<file path="config.mk">
export PLATFORM = sky130hd
export DESIGN_NAME = div_result_display_flat
export DESIGN_NICKNAME = d
export VERILOG_FILES = /design/src/rtl/div_pkg.sv /design/src/rtl/div_result_display_if.sv /design/src/rtl/div_result_display_seg7_decode.sv /design/src/rtl/div_result_display.sv /design/src/flat_wrapper.sv
export SDC_FILE = /design/constraint.sdc
export NUM_CORES = 1
export LEC_CHECK = 0
export ABC_CLOCK_PERIOD_IN_PS = 2900
export CAP_MARGIN = 20
export CORE_MARGIN = 3
export CORE_UTILIZATION = 30
export DETAILED_ROUTE_END_ITERATION = 10
export HOLD_SLACK_MARGIN = 0.08
export PLACE_DENSITY = 0.52
export SYNTH_ARGS = -nofsm -noshare
export SYNTH_HDL_FRONTEND = slang
export SYNTH_SLANG_ARGS = --single-unit
export TNS_END_PERCENT = 50
</file>
<file path="constraint.sdc">
create_clock -name clk -period 2.9 [get_ports clk]
set_input_delay 0.58 -clock clk [delete_from_list [all_inputs] [get_ports clk]]
set_output_delay 0.58 -clock clk [all_outputs]
set_load 0.005 [all_outputs]
</file>
<file path="src/rtl/div_pkg.sv">
// Shared types and constants for the divider result display.
// Segment encodings are {g,f,e,d,c,b,a}, active high.
package div_pkg;

    typedef enum logic [2:0] {
        IDLE,
        Q_TENS,
        Q_ONES,
        R_TENS,
        R_ONES,
        GAP
    } disp_state_t;

    localparam int Q_MSB = 7;
    localparam int Q_LSB = 4;
    localparam int R_MSB = 3;
    localparam int R_LSB = 0;

    localparam logic [6:0] SEG_BLANK = 7'h00;
    localparam logic [6:0] SEG_E     = 7'h79;
    localparam logic [6:0] SEG_DASH  = 7'h40;

    // Entry n is the pattern for digit n.
    localparam logic [9:0][6:0] SEG_DIGITS = {
        7'h6F, 7'h7F, 7'h07, 7'h7D, 7'h6D,
        7'h66, 7'h4F, 7'h5B, 7'h06, 7'h3F
    };

endpackage

</file>
<file path="src/rtl/div_result_display_if.sv">
// Result handshake from the divider to the display.
// Data is {quotient[7:4], remainder[3:0]}; dz qualified by valid.
interface div_result_display_if;

    logic       res_valid;
    logic [7:0] res_data;
    logic       res_dz;
    logic       res_ready;

    modport master (
        output res_valid,
        output res_data,
        output res_dz,
        input  res_ready
    );

    modport slave (
        input  res_valid,
        input  res_data,
        input  res_dz,
        output res_ready
    );

endinterface

</file>
<file path="src/rtl/div_result_display_seg7_decode.sv">
// Single-digit 7-segment decoder with blanking.
// Out-of-range digits render blank.
module seg7_decode
    import div_pkg::*;
(
    input  logic [3:0] digit,
    input  logic       blank,
    output logic [6:0] seg
);

    // Table lookup, blank wins
    always_comb begin
        seg = SEG_BLANK;
        if (!blank && digit <= 4'd9)
            seg = SEG_DIGITS[digit];
    end

endmodule

</file>
<file path="src/rtl/div_result_display.sv">
// Holds one divider result and cycles it onto a 7-segment
// display: q tens, q ones, r tens, r ones, gap, repeat.
module div_result_display
    import div_pkg::*;
#(
    parameter int DWELL_CYCLES = 1000
) (
    input  logic                       clk,
    input  logic                       rst,
    div_result_display_if.slave        res,
    output logic [6:0]                 seg,
    output logic                       dp,
    output logic                       busy
);

    localparam int CW = $clog2(DWELL_CYCLES);
    localparam logic [CW-1:0] TC = CW'(DWELL_CYCLES - 1);

    disp_state_t   state;
    disp_state_t   state_n;
    logic [CW-1:0] cnt;
    logic [CW-1:0] cnt_n;
    logic [3:0]    hold_q;
    logic [3:0]    hold_r;
    logic          hold_dz;
    logic          xfer;

    logic          q_slot;
    logic          tens_slot;
    logic          ones_slot;
    logic [3:0]    val;
    logic          tens;
    logic [3:0]    ones;
    logic [3:0]    dec_digit;
    logic          dec_blank;
    logic [6:0]    dec_seg;

    assign res.res_ready = !rst && (state == IDLE || state == GAP);
    assign xfer = res.res_valid && res.res_ready;

    // State, dwell counter and held result registers
    always_ff @(posedge clk) begin
        if (rst) begin
            state   <= IDLE;
            cnt     <= '0;
            hold_q  <= '0;
            hold_r  <= '0;
            hold_dz <= 1'b0;
        end else begin
            state <= state_n;
            cnt   <= cnt_n;
            if (xfer) begin
                hold_q  <= res.res_data[Q_MSB:Q_LSB];
                hold_r  <= res.res_data[R_MSB:R_LSB];
                hold_dz <= res.res_dz;
            end
        end
    end

    // Next state: transfer wins, else advance at terminal count
    always_comb begin
        state_n = state;
        cnt_n   = cnt;
        if (xfer) begin
            state_n = Q_TENS;
            cnt_n   = '0;
        end else if (state != IDLE) begin
            if (cnt == TC) begin
                cnt_n = '0;
                unique case (state)
                    Q_TENS:  state_n = Q_ONES;
                    Q_ONES:  state_n = R_TENS;
                    R_TENS:  state_n = R_ONES;
                    R_ONES:  state_n = GAP;
                    GAP:     state_n = Q_TENS;
                    default: state_n = IDLE;
                endcase
            end else begin
                cnt_n = cnt + 1'b1;
            end
        end
    end

    assign q_slot    = (state == Q_TENS) || (state == Q_ONES);
    assign tens_slot = (state == Q_TENS) || (state == R_TENS);
    assign ones_slot = (state == Q_ONES) || (state == R_ONES);
    assign val       = q_slot ? hold_q : hold_r;
    assign tens      = (val >= 4'd10);
    assign ones      = tens ? val - 4'd10 : val;

    // Slot-select mux into the shared decoder
    always_comb begin
        dec_digit = 4'd0;
        dec_blank = 1'b1;
        unique case (1'b1)
            tens_slot: begin
                dec_digit = {3'b000, tens};
                dec_blank = !tens;
            end
            ones_slot: begin
                dec_digit = ones;
                dec_blank = 1'b0;
            end
            default: begin
                dec_digit = 4'd0;
                dec_blank = 1'b1;
            end
        endcase
    end

    seg7_decode u_dec (
        .digit (dec_digit),
        .blank (dec_blank),
        .seg   (dec_seg)
    );

    // Divide-by-zero overrides the numeric digits
    always_comb begin
        seg = dec_seg;
        if (hold_dz && (tens_slot || ones_slot))
            seg = q_slot ? SEG_E : SEG_DASH;
    end

    assign dp   = (state == Q_ONES);
    assign busy = (state != IDLE);

endmodule

</file>
<file path="src/flat_wrapper.sv">
// flat-port wrapper written by rule: the top's interface ports become plain ports
module div_result_display_flat import div_pkg::*;
#(
    parameter int DWELL_CYCLES = 1000
)
  (clk, rst, seg, dp, busy, res_res_valid, res_res_data, res_res_dz, res_res_ready);
  div_result_display_if res_i ();
  input  logic clk;
  input  logic rst;
  output logic [6:0] seg;
  output logic dp;
  output logic busy;
  input wire logic [$bits(res_i.res_valid)-1:0] res_res_valid;
  input wire logic [$bits(res_i.res_data)-1:0] res_res_data;
  input wire logic [$bits(res_i.res_dz)-1:0] res_res_dz;
  output wire logic [$bits(res_i.res_ready)-1:0] res_res_ready;
  assign res_i.res_valid = res_res_valid;
  assign res_i.res_data = res_res_data;
  assign res_i.res_dz = res_res_dz;
  assign res_res_ready = res_i.res_ready;
  div_result_display #(.DWELL_CYCLES(DWELL_CYCLES)) u_core (.clk(clk), .rst(rst), .res(res_i), .seg(seg), .dp(dp), .busy(busy));
endmodule
</file>
# Word level (Yosys, flattened, before mapping)
# Memories as Yosys holds them, arrays and structs flattened.
# Index checks and enable logic that the tools add are counted.
# classes
add_sub_neg,2
magnitude_cmp,3
eq_ne,6
muxes,13
reduce_logical,19
# ops
operator,n
7-bit two-way mux,3
3-bit one-hot mux with 5 select lines,1
"10-bit by 1-bit adder with 10-bit output, second input constant",1
"10-bit equality test, second input constant",1
10-bit two-way mux,1
4-bit two-way mux,2
4-bit one-hot mux with 2 select lines,1
"3-bit by 2-bit equality test with 1-bit output, second input constant",2
"3-bit equality test, second input constant",2
6-bit two-way mux,1
1-bit logical OR,5
"4-bit by 5-bit < comparator with 1-bit output, second input constant",1
"4-bit >= comparator, second input constant",1
"4-bit less-or-equal comparator, second input constant",1
1-bit logical AND,4
2-bit AND reduction,2
2-bit nonzero test,2
"4-bit subtractor, second input constant",1
"3-bit by 1-bit equality test with 1-bit output, second input constant",1
1-bit logical NOT,3
3-bit logical NOT,1
1-bit two-way mux,3
3-bit nonzero test,1
1-bit one-hot mux with 2 select lines,1
2-bit OR reduction,1
# word_totals
ff_bits,22
romBits,112
out_inout_bits,10
memories,1
# memory_table
name,words,word_bits,rd,rd_clocked_by_memory_dff,wr,line_no,rtl
(name not given),16,7,1,0,0,div_result_display_seg7_decode.sv:15,seg = SEG_DIGITS[digit];

# Logic depth before layout (Yosys ltp)
# depth
depth_word,10
mapped_depth,11

# By module
# Synthesis repeated with hierarchy kept, for this count alone.
# hier_totals
cells_unflattened,178
hier_area_um2,1485.2
# by_module_without_submodules
mod,n_inst,cells_each,area_each_um2,seq_area_each_um2
div_result_display,1,149,1275.0,440.4
seg7_decode,1,29,210.2,0.0

# Worst setup path after synthesis
# No wires, ideal clock.
# synth_timing
kind,register to output
startpoint,reg u_core.state[1]
endpoint,out seg[5]
arrival_ns,2.379
setup_slack_ns,-0.059
path_stages_with_launch,10
path_cell_list,dfxtp_1 -> buf_4 -> xnor2_1 -> or4_4 -> a41oi_2 -> inv_1 -> ha_1 -> o41a_1 -> a22oi_4 -> a22oi_1
# synth_via
elab_chain_len,10
word_cells_on_any_way,24
cone_classes,1 x add/sub; 2 x order compare; 4 x eq/ne; 8 x mux; 8 x reduce/logical; 1 x memory
# synth_lines
item,line_no,rtl
"start, declared",div_result_display.sv:19,disp_state_t state;
"start signal, assigned",div_result_display.sv:50,state <= state_n;
3-bit by 1-bit equality test with 1-bit output / 3-bit by 2-bit equality test with 1-bit output (equally long branches),"div_result_display.sv:84, div_result_display.sv:85, div_result_display.sv:86",
1-bit logical OR,div_result_display.sv:84,assign q_slot = (state == Q_TENS) || (state == Q_ONES);
4-bit two-way mux,div_result_display.sv:87,assign val = q_slot ? hold_q : hold_r;
4-bit subtractor / 4-bit >= comparator (equally long branches),"div_result_display.sv:89, div_result_display.sv:88",
4-bit two-way mux / 1-bit logical NOT (equally long branches),"div_result_display.sv:89, div_result_display.sv:98",
4-bit one-hot mux with 2 select lines / 1-bit one-hot mux with 2 select lines (equally long branches),div_result_display.sv:95,unique case (1'b1)
"memory 16 x 7 bit, or another cell as far along",--,
7-bit two-way mux (not written as such) / 1-bit logical AND (equally long branches),"div_result_display_seg7_decode.sv:15, div_result_display_seg7_decode.sv:14",
7-bit two-way mux,div_result_display_seg7_decode.sv:14,if (!blank && digit <= 4'd9)
7-bit two-way mux (*),div_result_display.sv:120,if (hold_dz && (tens_slot || ones_slot))
"end, declared",flat_wrapper.sv:10,output logic [6:0] seg;
# Every way passes the cells marked *; elsewhere a longest branch is shown, timed or not. The select of a mux whose other input is x is not followed.

# Final worst setup path
# layout_timing
startpoint,reg u_core.state[0]
endpoint,out seg[5]
# Same word-level chain as after synthesis.

==> flow_metrics.tcl <==
set metrics [dict create \
    status "finished with violations" \
    yosysUniqueCellTypes 55 \
    fin_nets 273 \
    htree_levels 1 \
    ctsHoldBuffers 0 \
    io_pins 22 \
    tightest_slew_ns 0.533 \
    synth_edf_count 0 \
    yosysSeqAreaShare_pct 26.8 \
    synth_common_cells "dfxtp_1 (22), nand2_1 (20), nor2_1 (20)" \
    synth_area_leaders "dfxtp_1 (27%), ha_1 (5.3%), nand2_1 (4.6%)" \
    viasPerCell 4.60 \
    cp.required_ns 2.32 \
    rows 26 \
    die-area_um2 6410 \
    avgRoutedWirePerCell_um 11.5 \
    total_power_w 0.000697 \
    top_layer_used "met4" \
    power_density_nw_per_um2 308 \
    dp_hpwl_mm 2.91 \
    power.leakage_nw 0.949 \
    crit_type "reg2out" \
    slew_viol_final 0 \
    synth_top_area_cell "dfxtp_1" \
    reg2reg_to "u_core.cnt[3]$_SDFFE_PP0P_" \
    rsz0062_at_grt "yes" \
    setup.worst_path.start "u_core.state[0]$_SDFFE_PP0P_" \
    first_pass_iters 4 \
    cts_buffers 3 \
    cp.arrival_ns 2.66 \
    grt_overflow_total 0 \
    vias 1485 \
    fp.coreArea_um2 5200 \
    grt_antenna_before_repair 0 \
    cts_buffer_depth 2 \
    drive_gt1_share_pct 30.8 \
    worstPathMaxFanout 4 \
    met1Wirelength_mm 1.91 \
    clock_skew_ns 0.00131 \
    die_h_um 80.1 \
    critPathSlowestCell "o41a_1" \
    setup_slack_ns -0.335 \
    endpoint "seg[5]" \
    violations "negative setup slack" \
    crit_path_end_kind "output port" \
    syn-instance-count 201 \
    setup_violations 7 \
    syn_nets 220 \
    grt_pass1_wl_mm 6.56 \
    area.growth.synth_to_final_pct 37.4 \
    synthArstFlopShare_pct 0 \
    wl_met2_mm 1.67 \
    grtUsageTotal_pct 12.6 \
    ys_ff_latch 22 \
    antenna_left 0 \
    ff2ff_setup_slack_ns 0.94 \
    io_buffer_count 21 \
    slew_headroom_pct 64.5 \
    grt_max_degree 19 \
    yosysTopAreaCellShare_pct 26.8 \
    finalCritPeriodShare_pct 112 \
    dr.first_iter.drc_count 54 \
    rr_worst_depth 5 \
    grt_pass1_vias 1418 \
    ys_warn_count 0 \
    diodes 0 \
    gp_congestion 0.818 \
    met3_length_um 105 \
    netlist_area_um2 1650 \
    hold_violations 0 \
    syn_area_per_cell_um2 8.19 \
    path_clk_slew_ns 0.08 \
    peakVddDrop_mv 0.180 \
    start_kind "flip-flop" \
    cts_tree "done" \
    crit_chain "xnor2_4 -> or4_4 -> a41oi_4 -> inv_2 -> ha_2 -> o41a_1 -> a22oi_4 -> buf_6 -> a22oi_2 -> buf_2" \
    reg2reg_from "u_core.cnt[0]$_SDFFE_PP0P_" \
    clock_sinks 22 \
    clk_latency_ns 0.26 \
    root_buffer "clkbuf_8" \
    final_util_pct 43.4 \
    hold_class "reg2reg" \
    start_util_pct 31.6 \
    cap_violations 0 \
    drt_drc_violations_left 0 \
    fmax_mhz 309 \
    min_period_ns 3.24 \
    synth_most_common_cell "dfxtp_1" \
    wirelength_mm 3.73 \
    ys.flop_type "dfxtp_1" \
    die_w_um 80.1 \
    crit_path_max_incr_delay_ns 0.46 \
]
==> registers in the layout (all words and copies together), names as in the netlist <==
signal / flops
u_core.cnt: 10
u_core.hold_q: 4
u_core.hold_r: 4
u_core.state: 3
u_core.hold_dz: 1
==> stage by stage <==
step / area (um^2) / worst slack (ns) / hold WS [ns] / setup TNS (ns) / std cells
after floorplan: 1670 / 0.00921 / 0.442 / 0 / 201
after global placement: 2100 / -0.356 / 0.461 / -2.16 / 310
after detailed placement: 2100 / -0.458 / 0.457 / -2.83 / 310
after CTS: 2250 / -0.388 / 0.470 / -2.57 / 322
after global routing: 2260 / -0.438 / 0.504 / -2.69 / 323
final: 2260 / -0.335 / 0.465 / -1.99 / 323
==> worst max-delay path, delay by kind of cell, from the launching register on <==
family / cells / cell delay [ns]
adders and majority gates: 1 / 0.18
buffers and inverters: 3 / 0.32
AOI/OAI and AO/OA: 4 / 0.94
xor gates and xnor gates: 1 / 0.15
DFF: 1 / 0.37
and+or+nand+nor: 1 / 0.44
==> area by class of cell <==
cell class,instances,area [um^2]
clock buffers,4,55.1
fillers,550,2940
inverters,7,26.3
multi-input cells,161,1170
flip-flops and latches,22,448
well taps,70,87.6
repair buffers,59,478
==> per-layer routing <==
metal / track usage (%) / vias to the layer above
met2: 20.4 / 24
met4: 3.04 / 0
li1: - / 803
met1: 17.9 / 654
met5: 0 / -
met3: 1.01 / 4
==> worst min path at each step <==
stage                                        from                            end  slack (ns)  cells past startpoint
floorplan           u_core.hold_q[0]$_SDFFE_PP0P_  u_core.hold_q[0]$_SDFFE_PP0P_        0.44                      2
global placement    u_core.hold_q[0]$_SDFFE_PP0P_  u_core.hold_q[0]$_SDFFE_PP0P_        0.46                      2
detailed placement  u_core.hold_q[0]$_SDFFE_PP0P_  u_core.hold_q[0]$_SDFFE_PP0P_        0.46                      2
CTS                 u_core.hold_q[0]$_SDFFE_PP0P_  u_core.hold_q[0]$_SDFFE_PP0P_        0.47                      2
global route        u_core.hold_q[0]$_SDFFE_PP0P_  u_core.hold_q[0]$_SDFFE_PP0P_        0.50                      2
finish              u_core.hold_q[0]$_SDFFE_PP0P_  u_core.hold_q[0]$_SDFFE_PP0P_        0.47                      2
==> placed cells by master, fill, tap and decap left out, types with 3 or more instances in the layout <==
cell type / count
buf_4: 35
nand2_1: 20
dfxtp_1: 20
nor2_1: 19
clkdlybuf4s50_1: 14
nand2b_1: 11
o21ai_1: 11
a21oi_1: 10
o21ai_0: 8
xnor2_1: 5
xor2_1: 5
ha_1: 5
buf_2: 5
nand3b_1: 4
inv_1: 4
nor3b_1: 4
clkbuf_8: 4
inv_2: 3
nor2b_1: 3
nor2_2: 3
mux2i_1: 3
nand4_1: 3
nand3_1: 3
buf_6: 3
==> power by group <==
part	internal (W)	switching (W)
combinational	0.0000844	0.0000726
sequential	0.000313	0.0000112
clock	0.000121	0.0000944
total	0.000518	0.000178
==> kinds of logic after synthesis <==
family / Yosys count / synth area share, %
AOI/OAI and AO/OA: 51 / 21.6
xor gates and xnor gates: 12 / 6.39
adders and majority gates: 7 / 5.32
buffers and inverters: 18 / 6.77
DFF: 22 / 26.8
muxes: 3 / 1.83
and+or+nand+nor: 88 / 31.3
==> repair_timing <==
action / CTS / global route
gates resized for setup: 41 / 2
pin swaps: 10 / 6
buffers inserted: 8 / 1
setup endpoints to repair: 7 / 7
No activity file was read; power rests on OpenSTA's default activity.
